===== config.mk =====
export PLATFORM = sky130hd
export DESIGN_NAME = bus_dest_bank_flat
export DESIGN_NICKNAME = d
export VERILOG_FILES = /design/src/rtl/bus_codes_pkg.sv /design/src/rtl/bus_dest_bank_if.sv /design/src/rtl/bus_dest_bank_decode.sv /design/src/rtl/bus_dest_bank.sv /design/src/flat_wrapper.sv
export SDC_FILE = /design/constraint.sdc
export NUM_CORES = 1
export LEC_CHECK = 0
export BUFFER_PORTS_ARGS = -buffer_cell sky130_fd_sc_hd__buf_2
export CAP_MARGIN = 30
export CORE_AREA = 5 5 276 278
export CTS_CLUSTER_DIAMETER = 150
export CTS_CLUSTER_SIZE = 16
export DETAILED_ROUTE_END_ITERATION = 10
export DIE_AREA = 0 0 281 283
export SETUP_SLACK_MARGIN = 0.05
export SLEW_MARGIN = 20
export SYNTH_ARGS = -nofsm -noshare
export SYNTH_HDL_FRONTEND = slang
export SYNTH_SLANG_ARGS = --single-unit

===== constraint.sdc =====
create_clock -name clock -period 4.8 [get_ports clock]
set_input_delay 0.24 -clock clock [delete_from_list [all_inputs] [get_ports clock]]
set_output_delay 0.24 -clock clock [all_outputs]
set_load 0.02 [all_outputs]

===== src/rtl/bus_codes_pkg.sv =====
`default_nettype none
// +----------------------------------------------------------------------------+
// | Package   : bus_codes_pkg                                                  |
// | Brief     : Shared bus source/destination code map and datapath widths.    |
// | Revision  : 1.0 - initial release                                          |
// +----------------------------------------------------------------------------+
package bus_codes_pkg;

    localparam int DATA_W = 32;
    localparam int CODE_W = 5;

    localparam logic [CODE_W-1:0] CODE_R0      = 5'd0;
    localparam logic [CODE_W-1:0] CODE_R1      = 5'd1;
    localparam logic [CODE_W-1:0] CODE_R2      = 5'd2;
    localparam logic [CODE_W-1:0] CODE_R3      = 5'd3;
    localparam logic [CODE_W-1:0] CODE_R4      = 5'd4;
    localparam logic [CODE_W-1:0] CODE_R5      = 5'd5;
    localparam logic [CODE_W-1:0] CODE_R6      = 5'd6;
    localparam logic [CODE_W-1:0] CODE_R7      = 5'd7;
    localparam logic [CODE_W-1:0] CODE_R8      = 5'd8;
    localparam logic [CODE_W-1:0] CODE_R9      = 5'd9;
    localparam logic [CODE_W-1:0] CODE_R10     = 5'd10;
    localparam logic [CODE_W-1:0] CODE_R11     = 5'd11;
    localparam logic [CODE_W-1:0] CODE_R12     = 5'd12;
    localparam logic [CODE_W-1:0] CODE_R13     = 5'd13;
    localparam logic [CODE_W-1:0] CODE_R14     = 5'd14;
    localparam logic [CODE_W-1:0] CODE_R15     = 5'd15;
    localparam logic [CODE_W-1:0] CODE_HI      = 5'd16;
    localparam logic [CODE_W-1:0] CODE_LO      = 5'd17;
    localparam logic [CODE_W-1:0] CODE_ZHI     = 5'd18;
    localparam logic [CODE_W-1:0] CODE_ZLO     = 5'd19;
    localparam logic [CODE_W-1:0] CODE_PC      = 5'd20;
    localparam logic [CODE_W-1:0] CODE_MDR     = 5'd21;
    localparam logic [CODE_W-1:0] CODE_INPORT  = 5'd22;
    localparam logic [CODE_W-1:0] CODE_SIGNEXT = 5'd23;

    typedef enum logic [0:0] {
        BUF_EMPTY = 1'b0,
        BUF_FULL  = 1'b1
    } buf_state_t;

    // Only the register file, hi/lo, pc and mdr accept bus writes.
    function automatic logic is_writable(input logic [CODE_W-1:0] code);
        return (code <= CODE_LO) || (code == CODE_PC) || (code == CODE_MDR);
    endfunction

endpackage
`default_nettype wire


===== src/rtl/bus_dest_bank_if.sv =====
`default_nettype none
// +----------------------------------------------------------------------------+
// | Interface : bus_dest_bank_if                                               |
// | Brief     : Write handshake plus pc/mdr side controls for the dest bank.   |
// | Revision  : 1.0 - initial release                                          |
// +----------------------------------------------------------------------------+
interface bus_dest_bank_if;
    import bus_codes_pkg::*;

    logic [DATA_W-1:0] busIn;
    logic [CODE_W-1:0] dest;
    logic              destValid;
    logic              destReady;
    logic              hold;
    logic              incPC;
    logic              mdrRead;
    logic [DATA_W-1:0] mdrMemIn;

    modport master (
        output busIn, dest, destValid, hold, incPC, mdrRead, mdrMemIn,
        input  destReady
    );

    modport slave (
        input  busIn, dest, destValid, hold, incPC, mdrRead, mdrMemIn,
        output destReady
    );
endinterface
`default_nettype wire


===== src/rtl/bus_dest_bank_decode.sv =====
`default_nettype none
// +----------------------------------------------------------------------------+
// | Module    : bus_dest_decode                                                |
// | Brief     : Destination code to one-hot load enables plus illegal flag.    |
// |             R0_ZERO_EN: code 0 decodes to no enable and is not illegal.    |
// | Revision  : 1.0 - initial release                                          |
// +----------------------------------------------------------------------------+
module bus_dest_decode
    import bus_codes_pkg::*;
(
    input  wire logic [CODE_W-1:0] code,
    output logic      [31:0]       load_en,
    output logic                   illegal
);

    always_comb begin
        load_en = '0;
        illegal = 1'b0;
        if (is_writable(code)) begin
            load_en[code] = 1'b1;
        end else begin
            illegal = 1'b1;
        end
`ifdef R0_ZERO_EN
        if (code == CODE_R0) begin
            load_en = '0;
        end
`endif
    end

endmodule
`default_nettype wire


===== src/rtl/bus_dest_bank.sv =====
`default_nettype none
// +----------------------------------------------------------------------------+
// | Module    : bus_dest_bank                                                  |
// | Brief     : One-deep buffered bus write port into r0-r15, hi, lo, pc, mdr. |
// |             R0_ZERO_EN: r0 is hardwired to zero.                           |
// | Revision  : 1.0 - initial release                                          |
// +----------------------------------------------------------------------------+
module bus_dest_bank
    import bus_codes_pkg::*;
(
    input  wire logic        clock,
    input  wire logic        clear,
    bus_dest_bank_if.slave   busif,
    output logic [DATA_W-1:0] r0,
    output logic [DATA_W-1:0] r1,
    output logic [DATA_W-1:0] r2,
    output logic [DATA_W-1:0] r3,
    output logic [DATA_W-1:0] r4,
    output logic [DATA_W-1:0] r5,
    output logic [DATA_W-1:0] r6,
    output logic [DATA_W-1:0] r7,
    output logic [DATA_W-1:0] r8,
    output logic [DATA_W-1:0] r9,
    output logic [DATA_W-1:0] r10,
    output logic [DATA_W-1:0] r11,
    output logic [DATA_W-1:0] r12,
    output logic [DATA_W-1:0] r13,
    output logic [DATA_W-1:0] r14,
    output logic [DATA_W-1:0] r15,
    output logic [DATA_W-1:0] hi,
    output logic [DATA_W-1:0] lo,
    output logic [DATA_W-1:0] pc,
    output logic [DATA_W-1:0] mdr,
    output logic              errFlag,
    output logic              wrConflict
);

    buf_state_t        r_state;
    logic [DATA_W-1:0] r_buf_data;
    logic [CODE_W-1:0] r_buf_dest;

    logic [DATA_W-1:0] r_gpr [16];
    logic [DATA_W-1:0] r_hi;
    logic [DATA_W-1:0] r_lo;
    logic [DATA_W-1:0] r_pc;
    logic [DATA_W-1:0] r_mdr;
    logic              r_err;
    logic              r_conflict;

    logic              w_accept;
    logic              w_commit;
    logic [31:0]       w_load_en;
    logic              w_illegal;
    logic              w_unused_en;

    assign busif.destReady = !clear && ((r_state == BUF_EMPTY) || !busif.hold);
    assign w_accept        = busif.destValid && busif.destReady;
    assign w_commit        = (r_state == BUF_FULL) && !busif.hold;

    // Read-only and out-of-range codes never produce an enable.
    assign w_unused_en = ^{w_load_en[31:22], w_load_en[19:18]};

    bus_dest_decode u_decode (
        .code    (r_buf_dest),
        .load_en (w_load_en),
        .illegal (w_illegal)
    );

    // Buffer FSM: a commit and a fresh accept may share one edge.
    always_ff @(posedge clock) begin
        if (clear) begin
            r_state    <= BUF_EMPTY;
            r_buf_data <= '0;
            r_buf_dest <= '0;
        end else begin
            case (r_state)
                BUF_EMPTY: begin
                    if (w_accept) begin
                        r_state    <= BUF_FULL;
                        r_buf_data <= busif.busIn;
                        r_buf_dest <= busif.dest;
                    end
                end
                BUF_FULL: begin
                    if (w_accept) begin
                        r_buf_data <= busif.busIn;
                        r_buf_dest <= busif.dest;
                    end else if (w_commit) begin
                        r_state <= BUF_EMPTY;
                    end
                end
                default: r_state <= BUF_EMPTY;
            endcase
        end
    end

    always_ff @(posedge clock) begin
        if (clear) begin
            for (int i = 0; i < 16; i++) begin
                r_gpr[i] <= '0;
            end
            r_hi       <= '0;
            r_lo       <= '0;
            r_pc       <= '0;
            r_mdr      <= '0;
            r_err      <= 1'b0;
            r_conflict <= 1'b0;
        end else begin
            for (int i = 0; i < 16; i++) begin
                if (w_commit && w_load_en[i]) begin
                    r_gpr[i] <= r_buf_data;
                end
            end
            if (w_commit && w_load_en[CODE_HI]) begin
                r_hi <= r_buf_data;
            end
            if (w_commit && w_load_en[CODE_LO]) begin
                r_lo <= r_buf_data;
            end
            // A bus write to pc overrides the increment.
            if (w_commit && w_load_en[CODE_PC]) begin
                r_pc <= r_buf_data;
            end else if (busif.incPC) begin
                r_pc <= r_pc + 32'd1;
            end
            // Memory load owns mdr; a colliding bus write is dropped and flagged.
            if (busif.mdrRead) begin
                r_mdr <= busif.mdrMemIn;
            end else if (w_commit && w_load_en[CODE_MDR]) begin
                r_mdr <= r_buf_data;
            end
            r_conflict <= w_commit && w_load_en[CODE_MDR] && busif.mdrRead;
            if (w_commit && w_illegal) begin
                r_err <= 1'b1;
            end
        end
    end

`ifdef R0_ZERO_EN
    assign r0 = '0;
`else
    assign r0 = r_gpr[0];
`endif
    assign r1         = r_gpr[1];
    assign r2         = r_gpr[2];
    assign r3         = r_gpr[3];
    assign r4         = r_gpr[4];
    assign r5         = r_gpr[5];
    assign r6         = r_gpr[6];
    assign r7         = r_gpr[7];
    assign r8         = r_gpr[8];
    assign r9         = r_gpr[9];
    assign r10        = r_gpr[10];
    assign r11        = r_gpr[11];
    assign r12        = r_gpr[12];
    assign r13        = r_gpr[13];
    assign r14        = r_gpr[14];
    assign r15        = r_gpr[15];
    assign hi         = r_hi;
    assign lo         = r_lo;
    assign pc         = r_pc;
    assign mdr        = r_mdr;
    assign errFlag    = r_err;
    assign wrConflict = r_conflict;

endmodule
`default_nettype wire


===== src/flat_wrapper.sv =====
// flat-port wrapper written by rule: the top's interface ports become plain ports
module bus_dest_bank_flat import bus_codes_pkg::*;
  (clock, clear, r0, r1, r2, r3, r4, r5, r6, r7, r8, r9, r10, r11, r12, r13, r14, r15, hi, lo, pc, mdr, errFlag, wrConflict, busif_busIn, busif_dest, busif_destValid, busif_hold, busif_incPC, busif_mdrRead, busif_mdrMemIn, busif_destReady);
  bus_dest_bank_if busif_i ();
  input  wire logic clock;
  input  wire logic clear;
  output logic [DATA_W-1:0] r0;
  output logic [DATA_W-1:0] r1;
  output logic [DATA_W-1:0] r2;
  output logic [DATA_W-1:0] r3;
  output logic [DATA_W-1:0] r4;
  output logic [DATA_W-1:0] r5;
  output logic [DATA_W-1:0] r6;
  output logic [DATA_W-1:0] r7;
  output logic [DATA_W-1:0] r8;
  output logic [DATA_W-1:0] r9;
  output logic [DATA_W-1:0] r10;
  output logic [DATA_W-1:0] r11;
  output logic [DATA_W-1:0] r12;
  output logic [DATA_W-1:0] r13;
  output logic [DATA_W-1:0] r14;
  output logic [DATA_W-1:0] r15;
  output logic [DATA_W-1:0] hi;
  output logic [DATA_W-1:0] lo;
  output logic [DATA_W-1:0] pc;
  output logic [DATA_W-1:0] mdr;
  output logic errFlag;
  output logic wrConflict;
  input wire logic [$bits(busif_i.busIn)-1:0] busif_busIn;
  input wire logic [$bits(busif_i.dest)-1:0] busif_dest;
  input wire logic [$bits(busif_i.destValid)-1:0] busif_destValid;
  input wire logic [$bits(busif_i.hold)-1:0] busif_hold;
  input wire logic [$bits(busif_i.incPC)-1:0] busif_incPC;
  input wire logic [$bits(busif_i.mdrRead)-1:0] busif_mdrRead;
  input wire logic [$bits(busif_i.mdrMemIn)-1:0] busif_mdrMemIn;
  output wire logic [$bits(busif_i.destReady)-1:0] busif_destReady;
  assign busif_i.busIn = busif_busIn;
  assign busif_i.dest = busif_dest;
  assign busif_i.destValid = busif_destValid;
  assign busif_i.hold = busif_hold;
  assign busif_i.incPC = busif_incPC;
  assign busif_i.mdrRead = busif_mdrRead;
  assign busif_i.mdrMemIn = busif_mdrMemIn;
  assign busif_destReady = busif_i.destReady;
  bus_dest_bank u_core (.clock(clock), .clear(clear), .busif(busif_i), .r0(r0), .r1(r1), .r2(r2), .r3(r3), .r4(r4), .r5(r5), .r6(r6), .r7(r7), .r8(r8), .r9(r9), .r10(r10), .r11(r11), .r12(r12), .r13(r13), .r14(r14), .r15(r15), .hi(hi), .lo(lo), .pc(pc), .mdr(mdr), .errFlag(errFlag), .wrConflict(wrConflict));
endmodule

==> results.json <==
{
  "number_of_global_route_vias_before_repair": 17036,
  "insertion_delay_ns": 0.61,
  "post_synthesis_cell_type_with_the_largest_combined_area": "edfxtp_1",
  "number_of_antenna_violations_at_the_first_check_in_global_routing": 3,
  "synth_area_per_cell_um2": 13.42,
  "crit_family": "simple AND/OR/NAND/NOR gates",
  "unrepaired_setup_endpoints_after_global_routing": "no",
  "timing_worst_setup_path_type": "flip-flop to flip-flop",
  "clock-root-buffer": "clkbuf_16",
  "synthesis.area_mm2": 0.02437,
  "fin_tns_setup_ns": 0,
  "ys_dominant_reg_cell": "edfxtp_1",
  "critical_path.n_buffers_inverters": 0,
  "vias_cell": 4.832,
  "synth_top_cell_area_share": 0.6308,
  "cts_htree_levels": 2,
  "post_route_cells_drive_above_1_share": 0.3266,
  "postCtsSetupRepairBufs": 0,
  "multiInputGateArea_mm2": 0.004898,
  "die_h_um": 283,
  "met3RoutedLength_um": 8152,
  "reg2reg_from": "u_core.r_buf_dest[2]",
  "finalWirelength_um": 87200,
  "worst_ir_drop_vdd_uv": 274.0,
  "yosys_warnings": 0,
  "hold-worst-slack_ns": 0.02555,
  "detailedPlacementHpwl_um": 63270,
  "clock_sink_count": 680,
  "hold-path-endpoint": "u_core.mdr[9]",
  "design_power_total_uw": 11590,
  "worstSetupStartpointType": "flip-flop",
  "dr.max_layer_used": "met4",
  "p_leak_uw": 0.01271,
  "layout_commonest_cell": "buf_2",
  "die_width_um": 281,
  "nature_of_the_critical_path_endpoint": "flip-flop",
  "hold_viol": 0,
  "regToRegEndpoint": "u_core.r_gpr[0][172]",
  "final.period_utilization": 0.6347,
  "syn_to_final_growth_pct": 27.36,
  "outcome": "finished clean",
  "worst-path-max-fanout": 33,
  "worst_min_delay_path_category": "input port to flip-flop",
  "grt_start_max_net_pins": 126,
  "synthArstFlopShare": 0,
  "wl_met1_um": 33000,
  "via_count": 17159,
  "worst_r2r_path_depth": 3,
  "syn_inst": 1816,
  "gp_routability_congestion": 0.8568,
  "setup_slack_ns": 1.753,
  "io-pin-count": 718,
  "power_per_cell_area_mw_per_mm2": 373.4,
  "critical_path.cell_chain": "nor3b_1 -> nand2_2 -> nand2b_2",
  "drt-wirelength-per-cell_um": 24.56,
  "nNetsFinal": 2631,
  "dieArea_mm2": 0.07952,
  "ys_ff_latch": 680,
  "drt_first_pass_iters": 5,
  "min-delay-start": "busif_mdrMemIn[9]",
  "critPathMaxStageDelay_ns": 0.87,
  "setup_viol_count_final": 0,
  "globalRouteOverflowTotal": 0,
  "cts-resized-gates": 0,
  "worst_setup_hold_path_clk_slew_ns": 0.07,
  "worstHoldPathCells": 4,
  "layout_min_cycle_time_ns": 3.047,
  "tritoncts.num_buffers": 48,
  "port_buffers": 717,
  "cts.hold.buffers_added": 68,
  "first_iter_violations": 1268,
  "drc": 0,
  "fill_cells": 6876,
  "total_nets_after_synthesis": 1892,
  "initial_core_util": 0.3307,
  "synth_edf_count": 512,
  "tightest_slew_ns": 0.9614,
  "timing.reg2reg.setup_slack_ns": 1.75,
  "placement.setup.worst_slack_ns": 1.687,
  "globalRouteTotalUtil": 0.2095,
  "drv_slew": 0,
  "fmax_mhz": 328.2,
  "slew_headroom": 0.3590,
  "crit_required_ns": 5.02,
  "max_stage_delay_cell_worst_path": "nand2b_2",
  "cap_violations": 0,
  "grt_pass1_wl_um": 122700,
  "area.sequential_mm2": 0.01874,
  "ys_seq_area_frac": 0.7687,
  "worstPathArrival_ns": 3.26,
  "layout_common_cells": "buf_2, edfxtp_1, nor2_1",
  "num_rows": 100,
  "clock_skew_ns": 0.03440,
  "met2WireLength_um": 42800,
  "standard_cell_core_area_mm2": 0.07370,
  "tritoncts_clock_tree": "built",
  "synthTopCellsByArea": "edfxtp_1, dfxtp_1, nor2_1, nand2_1, clkbuf_1",
  "synth_cell_types": 53,
  "drt.antenna.violating_nets": 0,
  "clock_tree.buffer_depth": 3
}
synth_stat cells, drive strengths merged, types with 10 or more instances:
cell and n:
edfxtp 512, nor2 352, nand2 225, dfxtp 168, clkbuf 100, o21ai 73
a21oi 72, nand2b 45, inv 34, mux2i 34, buf 30, and2b 27
a211oi 22, xnor2 15, nand3 11, xor2 11, nand4 10
worst reg2reg max path, cell delays in order, from the launching register on:
cell and delay, ns:
dfxtp_1 0.49, nor3b_1 0.64, nand2_2 0.63, nand2b_2 0.89
metal layers:
metal | up-vias | GRT usage
li1 | 7697 | -
met1 | 8448 | 0.2567
met2 | 873 | 0.3586
met3 | 141 | 0.05714
met4 | 0 | 0.06990
met5 | - | 0
worst max-delay path by stage:
stage	start	endpoint	slack [ns]	cells after the start
CTS	u_core.r_buf_dest[3]	u_core.r_gpr[1][51]	1.68	3
finish	u_core.r_buf_dest[2]	u_core.r_gpr[0][172]	1.75	3
floorplan	u_core.r_buf_dest[3]	u_core.r_gpr[1][0]	2.65	4
detailed placement	u_core.r_buf_dest[3]	u_core.r_gpr[1][58]	1.69	3
global route	u_core.r_buf_dest[3]	u_core.r_gpr[1][49]	1.49	3
global placement	u_core.r_buf_dest[2]	u_core.r_gpr[0][190]	1.87	3
final cells by class:
cell class | count | area share
clock inverter | 3 | 0.001572
antenna | 1 | 0.00008061
timing repair buffer | 821 | 0.1514
clock buffer | 73 | 0.04240
sequential | 680 | 0.6036
inverter | 34 | 0.004111
multi-input combinational | 970 | 0.1578
tap | 969 | 0.03906
where the power goes:
| group | switching [uW] | internal [uW] | leakage [uW] |
|---|---|---|---|
| clock | 1990 | 1900 | 0.000656 |
| sequential | 138 | 6550 | 0.00666 |
| combinational | 723 | 282 | 0.00539 |
| total | 2850 | 8740 | 0.0127 |
flip-flops by register name, indices dropped and copies added, names as in the netlist:
signal,cells
u_core.r_state,1
u_core.pc,32
u_core.r_buf_dest,5
u_core.wrConflict,1
u_core.r_gpr,512
u_core.errFlag,1
u_core.hi,32
u_core.mdr,32
u_core.lo,32
u_core.r_buf_data,32
logic make-up (layout without fill, tap and decap cells):
family | Yosys count | count (layout) | synth area share
compound gates | 183 | 183 | 0.04158
xor+xnor | 26 | 26 | 0.009343
fa+ha+maj | 1 | 1 | 0.0005132
buf+inv | 166 | 931 | 0.03321
flops | 680 | 680 | 0.7687
mux | 34 | 34 | 0.01396
other cells | 0 | 1 | 0
simple gates | 726 | 726 | 0.1326
per-stage QoR:
step	instances	cell area, um^2	utilization
global route	3551	31040	0.4212
floorplan	1816	24370	-
global placement	3395	28750	0.3901
detailed placement	3403	28910	0.3923
CTS	3547	30960	0.4201
finish	3551	31040	0.4212
Note: power is estimated with default switching activity, not from simulation.
